`src/rtl/pipe_stage_skid.sv`:
```
// pipe_stage_skid
//    Inter-stage pipeline register with a valid/ready handshake on both sides.
//    With SKID = 1 it holds up to two beats (head + skid) so that in_ready
//    comes straight from a flop and does not depend on out_ready. With
//    SKID = 0 it is a single register with a combinational in_ready.
//    Control is forced to zero whenever the output is not valid, so an empty
//    stage presents a NOP downstream. A saturating counter records stall cycles.
//
// Parameters
//    DATA_W  payload width (never zeroed except at reset)
//    CTRL_W  control width (zeroed on bubble)
//    SKID    1 = two-entry skid buffer, 0 = single register
//    CNT_W   stall counter width
//
// Ports
//    clk, rst              clock, asynchronous active-high reset
//    in_valid/in_ready     upstream handshake
//    in_data/in_ctrl       upstream payload and control
//    flush                 squash held beats and any beat offered this cycle
//    out_valid/out_ready   downstream handshake
//    out_data/out_ctrl     head payload and control (ctrl = 0 when not valid)
//    occupancy             number of beats held (0..2)
//    stall_cnt             saturating count of out_valid & !out_ready cycles
module pipe_stage_skid #(
   parameter int DATA_W = 160,
   parameter int CTRL_W = 9,
   parameter int SKID   = 1,
   parameter int CNT_W  = 16
) (
   input  logic              clk,
   input  logic              rst,
   input  logic              in_valid,
   output logic              in_ready,
   input  logic [DATA_W-1:0] in_data,
   input  logic [CTRL_W-1:0] in_ctrl,
   input  logic              flush,
   output logic              out_valid,
   input  logic              out_ready,
   output logic [DATA_W-1:0] out_data,
   output logic [CTRL_W-1:0] out_ctrl,
   output logic [1:0]        occupancy,
   output logic [CNT_W-1:0]  stall_cnt
);

   // State value equals the number of beats held.
   typedef enum logic [1:0] {
      S_EMPTY = 2'd0,
      S_ONE   = 2'd1,
      S_TWO   = 2'd2
   } state_t;

   state_t              r_state;
   logic                r_in_ready;
   logic [DATA_W-1:0]   r_head_data;
   logic [CTRL_W-1:0]   r_head_ctrl;
   logic [DATA_W-1:0]   r_skid_data;
   logic [CTRL_W-1:0]   r_skid_ctrl;
   logic [CNT_W-1:0]    r_stall_cnt;

   logic                w_out_valid;
   logic                w_in_fire;
   logic                w_out_fire;
   logic                w_stall;

   assign w_out_valid = (r_state != S_EMPTY);

   // Skid variant: in_ready is a flop, cut from out_ready.
   // Single-register variant: accept when empty or when the head leaves now.
   assign in_ready   = (SKID != 0) ? r_in_ready : (!w_out_valid | out_ready);

   assign w_in_fire  = in_valid & in_ready;
   assign w_out_fire = w_out_valid & out_ready;
   assign w_stall    = w_out_valid & ~out_ready;

   assign out_valid  = w_out_valid;
   assign out_data   = r_head_data;
   assign out_ctrl   = w_out_valid ? r_head_ctrl : '0;
   assign occupancy  = r_state;
   assign stall_cnt  = r_stall_cnt;

   always_ff @(posedge clk or posedge rst) begin
      if (rst) begin
         r_state     <= S_EMPTY;
         r_in_ready  <= 1'b1;
         r_head_data <= '0;
         r_head_ctrl <= '0;
         r_skid_data <= '0;
         r_skid_ctrl <= '0;
         r_stall_cnt <= '0;
      end else begin
         // Flush does not touch the stall counter.
         if (w_stall && (r_stall_cnt != {CNT_W{1'b1}}))
            r_stall_cnt <= r_stall_cnt + 1'b1;

         if (flush) begin
            // Data registers keep stale contents; only validity is dropped.
            r_state    <= S_EMPTY;
            r_in_ready <= 1'b1;
         end else begin
            case (r_state)
               S_EMPTY: begin
                  if (w_in_fire) begin
                     r_head_data <= in_data;
                     r_head_ctrl <= in_ctrl;
                     r_state     <= S_ONE;
                  end
               end
               S_ONE: begin
                  if (w_in_fire && w_out_fire) begin
                     r_head_data <= in_data;
                     r_head_ctrl <= in_ctrl;
                  end else if (w_in_fire) begin
                     // Only reachable with SKID = 1: in the single-register
                     // variant an accept while full implies the head leaves.
                     r_skid_data <= in_data;
                     r_skid_ctrl <= in_ctrl;
                     r_state     <= S_TWO;
                     r_in_ready  <= 1'b0;
                  end else if (w_out_fire) begin
                     r_state <= S_EMPTY;
                  end
               end
               S_TWO: begin
                  if (w_out_fire) begin
                     r_head_data <= r_skid_data;
                     r_head_ctrl <= r_skid_ctrl;
                     r_state     <= S_ONE;
                     r_in_ready  <= 1'b1;
                  end
               end
               default: begin
                  r_state    <= S_EMPTY;
                  r_in_ready <= 1'b1;
               end
            endcase
         end
      end
   end

endmodule

```
`config.mk`:
```
export PLATFORM = sky130hd
export DESIGN_NAME = pipe_stage_skid
export DESIGN_NICKNAME = d
export VERILOG_FILES = /design/src/rtl/pipe_stage_skid.sv
export SDC_FILE = /design/constraint.sdc
export NUM_CORES = 1
export LEC_CHECK = 0
export CORE_MARGIN = 4
export CORE_UTILIZATION = 50
export CTS_CLUSTER_SIZE = 25
export DETAILED_ROUTE_END_ITERATION = 6
export GPL_TIMING_DRIVEN = 1
export HOLD_SLACK_MARGIN = 0.12
export PLACE_DENSITY_LB_ADDON = 0.15
export SYNTH_ARGS = -nofsm -noshare
export SYNTH_HDL_FRONTEND = slang
export SYNTH_SLANG_ARGS = --single-unit
export TNS_END_PERCENT = 30
```
`constraint.sdc`:
```
create_clock -name clk -period 16.7 [get_ports clk]
set_input_delay 3.34 -clock clk [delete_from_list [all_inputs] [get_ports clk]]
set_output_delay 3.34 -clock clk [all_outputs]
set_load 0.01 [all_outputs]
```
==> out/metrics.csv, run 1 <==
metric,value,unit
met1 Use GR,0.286,
Critical-path top delay cell,buf_4,
Num CTS Buffers,39,
CTS root buf,clkbuf_16,
register share of total power,0.456,
global-route track usage on met2,0.337,
Final min period,6770,ps
Psw,0.715,mW
Post-synth EDFFs,0,
Post-layout nets,1711,
I/O pins,363,
Yosys warnings,0,
core area,29700,um^2
Clock Latency Late Sink,510,ps
"flops & latches, synth",357,
WS Path Type,in -> reg,
post-route ant nets,0,
period utilisation layout,0.406,
"Buf+Inv Stages, Crit Path",3,
Unique masters post-synth,45,
endpoint class of the critical path,register,
DRT iter0 DRCs,571,
Layout area overhead,33.8,%
Synth Instances,1201,
CP max stage delay,940,ps
die area,33000,um^2
met3 Use GR,0.0735,
HP Class,reg -> reg,
Critical Path RT,17020,ps
drt first pass iters,4,
Crit Path Max Fanout,120,
first-pass GRT wire length,58200,um
largest area contributor in the netlist,dfrtp_1,
CP Data Arrival Time,7100,ps
run status,"complete, no violations",
total track usage,0.216,
CTS Sinks,357,
leak pwr,8.41,nW
r2r setup slk,12580,ps
fmax,0.148,GHz
Post-Route WL,36100,um
Initial Util,0.508,
vias in the first global route,10700,
Placer Congestion,0.794,
Synth top cells by count,"dfrtp_1 (356), nand2_1 (175), mux2i_1 (172)",
family with the most delay on the worst path,buffers and inverters,
Overall Power,2.70,mW
clk slew on worst S/H paths,60,ps
Slew Limit Headroom,0.260,
residual DRC count,0,
gr busiest metal,met2,
RSZ-0062 raised after global routing,no,
most area-consuming cells after synthesis,"dfrtp_1 (59%), mux2_2 (13%), mux2i_1 (11%)",
Clock power frac,0.320,
cell with the most instances after synthesis,dfrtp_1,
fin. max-slew vios,0,
GRT overflow,0,
register area share after synthesis,0.592,
die height,182,um
antenna violations before repair,9,
CTS tree,done,
Final Skew,14.6,ps
max-capacitance violation count,0,
Mapped Avg Cell Area,12.6,um^2
Mapped Nets,1376,
DR vias/cell,5.26,
cts hold-fix bufs,0,
post-synthesis cell area,15100,um^2
Post-CTS Setup Repair Bufs,0,
Max clock buf depth,3,
crit path cell chain,clkdlybuf4s50_1 > and4bb_1 > o31ai_4 > buf_4 > buf_4 > o21ai_0,
crit-path most repeated cell,buf_4,
row count,63,
switching power share of the total,0.264,
number of I/O port buffers,362,
"Async S/R FF share, synth",1.00,
CP startpoint kind,input port,
layout cell share with drive strength beyond 1,0.160,
Detailed Place HPWL,23700,um
Final Hold Vio Count,0,
post-cts repair resize count,0,
largest net degree at the start of global routing,171,
Routed wire per std cell,18.4,um
total negative slack,0,ps
Die Width,182,um
Pwr per Cell Area,134,nW/um^2
Util after Layout,0.679,
"Top FF cell, synth",dfrtp_1,
Internal Power,1.99,mW
worst vdd ir,0.0717,mV
combinational fraction of design power,0.224,
H-tree Lvls,2,
Least-Margin Pin Slew,1110,ps
Yosys top cell area share,0.591,
Vias,10300,
# setup viols final,0,
## layer usage
| layer | routed length, um | up-vias |
|---|---|---|
| met5 | 24 | - |
| met4 | 1160 | 6 |
| met3 | 3120 | 74 |
| met2 | 16600 | 303 |
| met1 | 15100 | 5048 |
| li1 | - | 4889 |
## cells by family (layout without fill, tap and decap cells)
group | after synthesis | count (layout) | share of synthesized area
simple gates | 222 | 222 | 0.0633
mux | 342 | 342 | 0.241
other cells | 0 | 6 | 0
flops | 357 | 357 | 0.592
xor+xnor | 8 | 8 | 0.00465
compound gates | 190 | 190 | 0.0666
fa+ha+maj | 1 | 1 | 0.000829
buf+inv | 81 | 445 | 0.0311
## power by group through the flow
stage | Sequential, mW | Combinational, mW | Clock [mW]
6_report | 1.23 | 0.606 | 0.865
5_1_grt | 1.26 | 0.665 | 0.922
4_1_cts | 1.23 | 0.616 | 0.885
3_5_place_dp | 1.25 | 0.614 | 0
3_3_place_gp | 1.23 | 0.597 | 0
2_1_floorplan | 1.26 | 0.270 | 0
## tightest hold or removal path, stage by stage (launching register included)
cell and delay [ps]:
dfrtp_1 340, nand2_1 50, o21ai_0 60
## flip-flops by register name, indices dropped and copies added, names as in the netlist
| name | flops |
|---|---|
| stall_cnt | 16 |
| occupancy | 2 |
| in_ready | 1 |
| r_skid_data | 160 |
| r_skid_ctrl | 9 |
| r_head_ctrl | 9 |
| out_data | 160 |
## area by class of cell
| cell class | count | area (um^2) |
|---|---|---|
| well taps | 390 | 488 |
| diodes | 6 | 15.0 |
| clock inverters | 12 | 113 |
| fillers | 2282 | 9540 |
| multi-input cells | 763 | 5690 |
| repair buffers | 371 | 3720 |
| inverters | 4 | 22.5 |
| clock buffers | 58 | 1200 |
| flip-flops and latches | 357 | 8930 |
## layout by cell type, fill, tap and decap left out, drive strengths merged, types with 2 or more instances in the layout
master,count
mux2i,172
a21oi,10
nor2b,9
dfrtp,356
clkbuf,58
nor3b,2
xnor2,2
bufinv,2
nand2,175
diode,6
and3,6
inv,4
nor3,2
buf,9
clkdlybuf4s50,362
a31oi,2
nor2,7
xor2,6
nand3,8
clkinv,9
o21ai,169
and4,2
nand4,3
mux2,170
## through the flow
stage | instance area [um^2] | cells | hold WS (ps) | setup WS (ps)
2_1_floorplan | 15100 | 1201 | 442 | 3460
3_3_place_gp | 18800 | 1885 | 456 | 9590
3_5_place_dp | 18800 | 1885 | 468 | 9420
4_1_cts | 20200 | 1955 | 482 | 9900
5_1_grt | 20200 | 1961 | 501 | 9560
6_report | 20200 | 1961 | 479 | 9930
## final timing paths
| check | startpoint | endpoint | depth (start not counted) |
|---|---|---|---|
| min reg2reg | out_data[119]$_DFFE_PP0P_ | out_data[119]$_DFFE_PP0P_ | 2 |
| max reg2reg | occupancy[1]$_DFFE_PP0P_ | out_data[104]$_DFFE_PP0P_ | 5 |
| min in group asynchronous | rst | out_data[6]$_DFFE_PP0P_ | 2 |
| max in group asynchronous | rst | out_data[125]$_DFFE_PP0P_ | 3 |
| min | out_data[119]$_DFFE_PP0P_ | out_data[119]$_DFFE_PP0P_ | 2 |
| max | in_valid | out_data[104]$_DFFE_PP0P_ | 6 |
No activity file was read; power rests on OpenSTA's default activity.
==> run 2, diff against run 1 <==
- CORE_UTILIZATION: 50 -> 45
- clock period: 16.7 -> 5.5 ns (I/O delays scaled with it)
==> run 2 against run 1 <==
  * Sequential cell count unchanged
  * Highest routed layer unchanged
  * Clock skew decreased by 0.58 ps
  * Largest cell class unchanged
  * Total power increased to 3.0 times the previous value
==> out/metrics.csv, run 2 (same netlist as run 1, synthesis figures left out) <==
metric,value,unit,change
RSZ-0062 raised after global routing,no,,
Hold Path Sink,r_head_ctrl[3]$_DFFE_PP0P_,,
die height,191,um,+5.2%
Crit Path Max Fanout,11,,-91%
total negative slack,0,ps,unchanged
Post-CTS Setup Repair Bufs,0,,unchanged
Hold Startpoint,r_head_ctrl[3]$_DFFE_PP0P_,,
WS Path Type,reg -> out,,
r2r setup slk,3150,ps,-9430 ps
row count,66,,+4.8%
Placer Congestion,0.771,,-3.0%
Num CTS Buffers,40,,+2.6%
final worst slack,1950,ps,-7980 ps
Layout area overhead,34.0,%,
fmax,0.282,GHz,
Util after Layout,0.616,,-0.0625
Reg-to-Reg End,out_data[10]$_DFFE_PP0P_,,
Vias,10200,,-1.4%
Finished Layout Cells,2009,,+2.4%
first-pass GRT wire length,57300,um,-1.6%
H-tree Lvls,2,,unchanged
CTS root buf,clkbuf_16,,
crit path cell chain,nor2_1 > nor2b_1 > clkdlybuf4s50_1,,
die area,36500,um^2,+11%
CP max stage delay,680,ps,-260 ps
Hold Path Stages,2,,unchanged
sequential cell area,8930,um^2,unchanged
CTS tree,done,,
Pwr per Cell Area,399,nW/um^2,+200%
Clock Latency Late Sink,510,ps,about the same
Slew Limit Headroom,0.293,,+0.0323
Post-DP Area,19000,um^2,+0.67%
register share of total power,0.464,,+0.008
Final min period,3550,ps,
I/O pins,363,,unchanged
Detailed Place HPWL,23800,um,+0.62%
drt first pass iters,6,,+2
core area,32800,um^2,+10%
Final Hold Vio Count,0,,unchanged
period utilisation layout,0.646,,
antenna violations before repair,6,,-3
Critical Path RT,4400,ps,"-12,620 ps"
CTS Sinks,357,,unchanged
Overall Power,8.07,mW,+200%
switching power share of the total,0.266,,+0.00130
combinational fraction of design power,0.227,,+0.003
largest net degree at the start of global routing,191,,+12%
worst vdd ir,0.270,mV,+280%
post-cts repair resize count,0,,unchanged
Setup crit start,occupancy[0]$_DFFE_PP0P_,,
GRT overflow,0,,unchanged
Critical-path top delay cell,nor2_1,,
CP startpoint kind,register,,
most frequent cells in the layout,"clkdlybuf4s50_1 (362), dfrtp_1 (356), nand2_1 (175)",,
Max clock buf depth,3,,unchanged
endpoint class of the critical path,output port,,
multi-input logic area,5690,um^2,unchanged
Psw,2.14,mW,+200%
# setup viols final,0,,unchanged
Final Skew,14.0,ps,-0.580 ps
layout cell share with drive strength beyond 1,0.158,,-0.00245
DR vias/cell,5.07,,-3.7%
Post-layout nets,1714,,+0.18%
cts hold-fix bufs,0,,unchanged
total track usage,0.194,,-0.0221
HP Class,reg -> reg,,
Internal Power,5.92,mW,+200%
Initial Util,0.460,,-0.0475
pre-CTS setup slack,2150,ps,-7270 ps
max-capacitance violation count,0,,unchanged
Clock power frac,0.309,,-0.011
Post-Route WL,36100,um,+0.19%
"commonest non-fill, non-tap cell in the layout",clkdlybuf4s50_1,,
run status,"complete, no violations",,
DRT iter0 DRCs,448,,-22%
post-route ant nets,0,,unchanged
clk slew on worst S/H paths,60,ps,about the same
Routed wire per std cell,18.0,um,-2.2%
leak pwr,8.38,nW,-0.30%
CP Data Arrival Time,2450,ps,-4650 ps
worst r2r src,occupancy[1]$_DFFE_PP0P_,,
Least-Margin Pin Slew,1060,ps,-48.4 ps
FF-to-FF path depth,4,,-1
fin. max-slew vios,0,,unchanged
Die Width,191,um,+5.2%
Fill cells,2683,,+18%
vias in the first global route,10500,,-2.3%
finished layout cell area,20200,um^2,+0.16%
placed cell count,1939,,+2.9%
hold slack final,475,ps,-3.72 ps
residual DRC count,0,,unchanged
number of I/O port buffers,362,,unchanged
==> run 2: cell count changes in the layout (fill, tap and decap cells not counted), moves of 2 or more <==
cell / previous run / this run
buf_12: 2 / 6
buf_4: 7 / 5
bufinv_16: 2 / 0
clkbuf_1: 6 / 9
diode_2: 6 / 3
clkbuf_8: 11 / 9
clkinv_2: 9 / 7
==> run 2: layout make-up <==
type                    count  share of cell area
diodes                      3            0.000371
inverters                   4            0.000929
clock inverters             8             0.00211
multi-input cells         763               0.281
flip-flops and latches    357               0.442
repair buffers            373               0.187
clock buffers              59              0.0586
well taps                 442              0.0274
==> run 2: per-layer routing <==
metal  vias up  track usage  wire length (um)  part of all wire
met4         6       0.0478               747             0.021
met1      4968        0.259             15500              0.43
li1       4876            -                 -                 -
met3        57       0.0665              3080             0.085
met2       271        0.309             16700              0.46
met5         -            0                38            0.0011
==> run 2: how the worst max path moves through the flow <==
stage                                              to  cells after the start
after detailed placement  r_skid_data[60]$_DFFE_PP0P_                      6
after floorplan              occupancy[0]$_DFFE_PP0P_                      1
after global routing                      out_ctrl[0]                      3
after global placement    r_skid_data[65]$_DFFE_PP0P_                      6
final                                     out_ctrl[0]                      3
after CTS                                 out_ctrl[0]                      3
==> run 2: power by group through the flow <==
stage	Combinational (mW)	Clock, mW	Sequential [mW]
finish	1.83	2.49	3.74
global route	2.01	2.68	3.85
detailed placement	1.86	0	3.79
global placement	1.81	0	3.76
floorplan	0.820	0	3.84
CTS	1.87	2.56	3.75
==> run 2: worst max-delay path: cells and delay by family, from the launching register on <==
family,cells,cell delay (ps)
AND/OR/NAND/NOR,2,860
buffers and inverters,1,540
flip-flops,1,530
==> run 3, diff against run 2 <==
- clock period: 5.5 -> 3.2 ns (I/O delays scaled with it)
==> run 3 against run 2 <==
  * Global-route usage is 0.40 points higher
  * Sequential power up 72%
  * Routed wire length grew 1.4%
  * Core utilization grew 0.70 points
  * Combinational power is 74% higher
  * Final cell count rose by 0.55%
  * Critical path type unchanged
==> out/metrics.csv, run 3 (same netlist as run 1, synthesis figures left out) <==
metric,value,unit,change
run status,"complete, no violations",,
residual DRC count,0,,unchanged
Routed wire per std cell,18.1,um,+0.82%
Psw,3.73,mW,+74%
Post-DP Area,19200,um^2,+1.1%
sequential cell area,8930,um^2,unchanged
period utilisation layout,0.899,,
max-capacitance violation count,0,,unchanged
most frequent cells in the layout,"clkdlybuf4s50_1 (362), dfrtp_1 (356), nand2_1 (175)",,
worst r2r src,occupancy[0]$_DFFE_PP0P_,,
CP startpoint kind,register,,
die area,36500,um^2,unchanged
crit path cell chain,nor2_2 > nor2b_1 > clkdlybuf4s50_1,,
core area,32800,um^2,unchanged
clk slew on worst S/H paths,60,ps,about the same
Critical Path RT,2560,ps,-1840 ps
combinational fraction of design power,0.228,,about the same
DR vias/cell,5.05,,-0.27%
finished layout cell area,20400,um^2,+1.1%
register share of total power,0.461,,-0.003
Num CTS Buffers,39,,-2.5%
Final Skew,9.25,ps,-4.79 ps
post-cts repair resize count,1,,+1
DRT iter0 DRCs,557,,+24%
CTS root buf,clkbuf_16,,
CTS Sinks,357,,unchanged
Post-CTS Setup Repair Bufs,0,,unchanged
RSZ-0062 raised after global routing,no,,
post-route ant nets,0,,unchanged
cts hold-fix bufs,0,,unchanged
Least-Margin Pin Slew,745,ps,-317 ps
CP Data Arrival Time,2240,ps,-210 ps
Pwr per Cell Area,685,nW/um^2,+72%
Die Width,191,um,unchanged
Slew Limit Headroom,0.503,,+0.210
first-pass GRT wire length,58500,um,+2.0%
leak pwr,8.50,nW,+1.4%
GRT overflow,0,,unchanged
die height,191,um,unchanged
fmax,0.347,GHz,
total negative slack,0,ps,unchanged
Setup crit start,occupancy[0]$_DFFE_PP0P_,,
Clock Latency Late Sink,510,ps,about the same
endpoint class of the critical path,output port,,
Post-Route WL,36600,um,+1.4%
Layout area overhead,35.5,%,
vias in the first global route,10500,,-0.076%
Fill cells,2674,,-0.34%
layout cell share with drive strength beyond 1,0.168,,+0.0100
Critical-path top delay cell,dfrtp_1,,
Overall Power,14.0,mW,+74%
family with the most delay on the worst path,simple AND/OR/NAND/NOR gates,,
fin. max-slew vios,0,,unchanged
Initial Util,0.460,,unchanged
H-tree Lvls,2,,unchanged
# setup viols final,0,,unchanged
switching power share of the total,0.266,,+0.000417
Crit Path Max Fanout,11,,unchanged
Hold Startpoint,r_head_ctrl[8]$_DFFE_PP0P_,,
I/O pins,363,,unchanged
row count,66,,unchanged
worst vdd ir,0.558,mV,+110%
number of I/O port buffers,362,,unchanged
WS Path Type,reg -> out,,
HP Class,reg -> reg,,
CP max stage delay,540,ps,-140 ps
antenna violations before repair,2,,-4
Vias,10200,,+0.28%
Internal Power,10.3,mW,+73%
Post-layout nets,1730,,+0.93%
Finished Layout Cells,2020,,+0.55%
"Buf+Inv Stages, Crit Path",1,,unchanged
Placer Congestion,0.753,,-2.3%
Detailed Place HPWL,25100,um,+5.4%
Util after Layout,0.623,,+0.00702
drt first pass iters,4,,-2
largest net degree at the start of global routing,147,,-23%
placed cell count,1956,,+0.88%
Final Hold Vio Count,0,,unchanged
Max clock buf depth,3,,unchanged
multi-input logic area,5690,um^2,about the same
Clock power frac,0.312,,+0.003
"commonest non-fill, non-tap cell in the layout",clkdlybuf4s50_1,,
CTS tree,done,,
Final min period,2880,ps,
total track usage,0.198,,+0.00397
number of diodes,0,,-3
run 3: final timing paths:
| path | to | slack (ps) | depth (start not counted) |
|---|---|---|---|
| max | out_ctrl[1] | 320 | 3 |
| min | r_head_ctrl[8]$_DFFE_PP0P_ | 470 | 2 |
| max reg2reg | r_skid_ctrl[4]$_DFFE_PP0P_ | 1060 | 4 |
| min reg2reg | r_head_ctrl[8]$_DFFE_PP0P_ | 470 | 2 |
| max in group asynchronous | stall_cnt[3]$_DFFE_PP0P_ | 1700 | 3 |
| min in group asynchronous | r_skid_data[92]$_DFFE_PP0P_ | 610 | 2 |
run 3: final cells by class:
cell class,count,share of cell area
repair buffers,390,0.196
inverters,4,0.000918
flip-flops and latches,357,0.437
clock inverters,12,0.00631
well taps,442,0.0271
clock buffers,52,0.0547
multi-input cells,763,0.278
run 3: power by group through the flow:
stage | registers [mW] | clock network (mW) | logic, mW
global placement | 6.47 | 0 | 3.15
detailed placement | 6.52 | 0 | 3.23
floorplan | 6.60 | 0 | 1.41
CTS | 6.45 | 4.50 | 3.24
global route | 6.62 | 4.70 | 3.49
finish | 6.45 | 4.36 | 3.19
run 3: routing by layer:
metal	GRT usage	share of wire	wire length, um	vias to the layer above
li1	-	-	-	4911
met1	0.270	0.44	16000	4993
met2	0.317	0.46	17000	258
met3	0.0648	0.085	3120	40
met4	0.0356	0.012	450	4
met5	0	0.00060	22	-
run 3: tightest hold or removal path, stage by stage (launching register included):
cell and delay [ps]:
dfrtp_1 340, nand2_1 40, o21ai_0 60
run 3: stage by stage:
step           hold WS, ps  worst slack [ps]
2_1_floorplan          442             -2220
3_3_place_gp           458               407
3_5_place_dp           467               388
4_1_cts                481               222
5_1_grt                500               157
6_report               474               322
==> variant, RTL diff (config.mk and constraints of run 3) <==
Make the reset (`rst`) synchronous in one clocked block. Comments in the files are not updated.
--- a/src/rtl/pipe_stage_skid.sv
+++ b/src/rtl/pipe_stage_skid.sv
@@ -78,7 +78,7 @@
    assign occupancy  = r_state;
    assign stall_cnt  = r_stall_cnt;
 
-   always_ff @(posedge clk or posedge rst) begin
+   always_ff @(posedge clk) begin
       if (rst) begin
          r_state     <= S_EMPTY;
          r_in_ready  <= 1'b1;
Check against the original RTL: not equivalent (a bounded check fails within 4 cycles, from zero or initial values and one cycle with rst high; the reset may be asserted at any time).
==> variant against run 3 <==
Setup slack worse by 0.055 ns. Wire length increased by 29%. Synthesized cell count increased by 68%. Area after synthesis is 1.3% higher. Final area is 0.42% higher. Sequential cell count did not move. Critical path type unchanged. Highest routed layer unchanged.
Power is not compared: it rests on default switching activity, and its combinational part moved more than twofold at a synthesized area within 25%.
==> variant: results (changes against run 3) <==
[timing]
layout_setup_ws_ns = 0.268  ; -0.0545 ns
hold_ws_ns = 0.453  ; -0.0213 ns
slew_headroom_pct = 44.6  ; -5.7 points
finClkSkew_ns = 0.0182  ; +0.00892 ns

[route]
first_iter_violations = 1204  ; +120%
firstDrtPassIters = 5  ; +1
routed-via-count = 15300  ; +50%
wire_per_inst_um = 17.3  ; -4.8%
route.met2.wl_um = 21800  ; +29%
wl_met3_um = 3820  ; +22%
wl_met1_um = 20000  ; +25%
wirelength_um = 47300  ; +29%

[grt]
use_met2_pct = 37.5  ; +5.8 points
first_global_vias = 14100  ; +35%
met3_usage_pct = 6.54  ; +0.060 points
antenna_found_initial = 8  ; +6
grt-ovfl-total = 0  ; unchanged
grt_pass1_wl_um = 73500  ; +26%
track_usage_pct = 23.9  ; +4.1 points
grt_max_degree = 137  ; -6.8%
met1_usage_pct = 31.3  ; +4.3 points

[setup_path]
cp-endpoint = out_ctrl[1]
critPathLaunch = occupancy[1]
cp.arrival_ns = 2.29  ; +0.05 ns
worstReg2RegStart = occupancy[1]
crit_path_top_delay_cell = dfxtp_1
cpPeakStageDelay_ns = 0.72  ; +0.18 ns
rrSetupSlack_ns = 0.66  ; -0.40 ns
r2r-end = out_data[88]
rr_worst_depth = 6  ; +2
cp_max_fo = 11  ; unchanged
critPathTopFamily = flip-flops

[clock_network]
clock_latency_ns = 0.52
cts_buffers = 39  ; unchanged
max-clock-path-buffers = 3  ; unchanged
h-tree-depth = 2  ; unchanged
cts-resized-gates = 0  ; -1
postCtsSetupBuffers = 0  ; unchanged

[final_layout]
fin_nets = 2435  ; +41%
drive_above_1_share_pct = 4.68  ; -12 points
fillCellCount = 3017  ; +13%

[power_and_ir_drop]
p_sw_share_pct = 22.9
seqPwrFrac_pct = 43.7

[placement]
gp_congestion = 0.834  ; +11%
pre_cts_ws_ns = 0.435  ; +0.0467 ns
placed_area_um2 = 19100  ; -0.39%
dp.cells = 2667  ; +36%
portBuffers = 362  ; unchanged
post-dp-hpwl_um = 28500  ; +14%

[min_path]
hold_depth = 2  ; unchanged
min_to = r_skid_data[123]
hold_start = r_skid_data[123]

[synthesis]
synth.distinct_cells = 41  ; -8.9%
ys_top_cells_by_area = dfxtp_1 (47%), nand2_1 (17%), a21oi_1 (12%)
netlist_top_cells_count = nand2_1 (685), dfxtp_1 (357), a21oi_1 (351)
ys_async_sr_fraction_pct = 0  ; -100 points
synth_fp_nets = 2195  ; +60%
avgSynthCellArea_um2 = 7.56  ; -40%
yosysSeqAreaShare_pct = 46.8  ; -12 points

[outcome]
status = complete, no violations

==> variant: changes by cell type after synthesis, moves of 86 or more <==
cell,before,now
nand2_1,175,685
dfxtp_1,0,357
dfrtp_1,356,0
a21oi_1,10,351
mux2i_1,172,0
a211o_1,0,169
mux2_2,170,1
clkbuf_1,3,115
o21ai_0,83,174
o21ai_1,86,0
==> variant: area by class of cell <==
cell class	instances	area, um^2	share of cell area, %
diodes	3	7.51	0.0366
clock buffers	59	1190	5.82
clock inverters	10	205	1.00
inverters	2	7.51	0.0366
multi-input cells	1465	7300	35.6
flip-flops and latches	357	7150	34.8
well taps	448	561	2.73
repair buffers	395	4110	20.0
==> variant: cell families after synthesis <==
kind of cell             count (synthesis)  share of synthesized area (%)
AO/OA/AOI/OAI                          711                           27.9
XOR/XNOR                                 1                         0.0574
flip-flops                             357                           46.8
multiplexers                             1                         0.0737
buffers and inverters                  198                           5.57
AND/OR/NAND/NOR                        751                           19.6
adder cells (fa/ha/maj)                  1                         0.0819
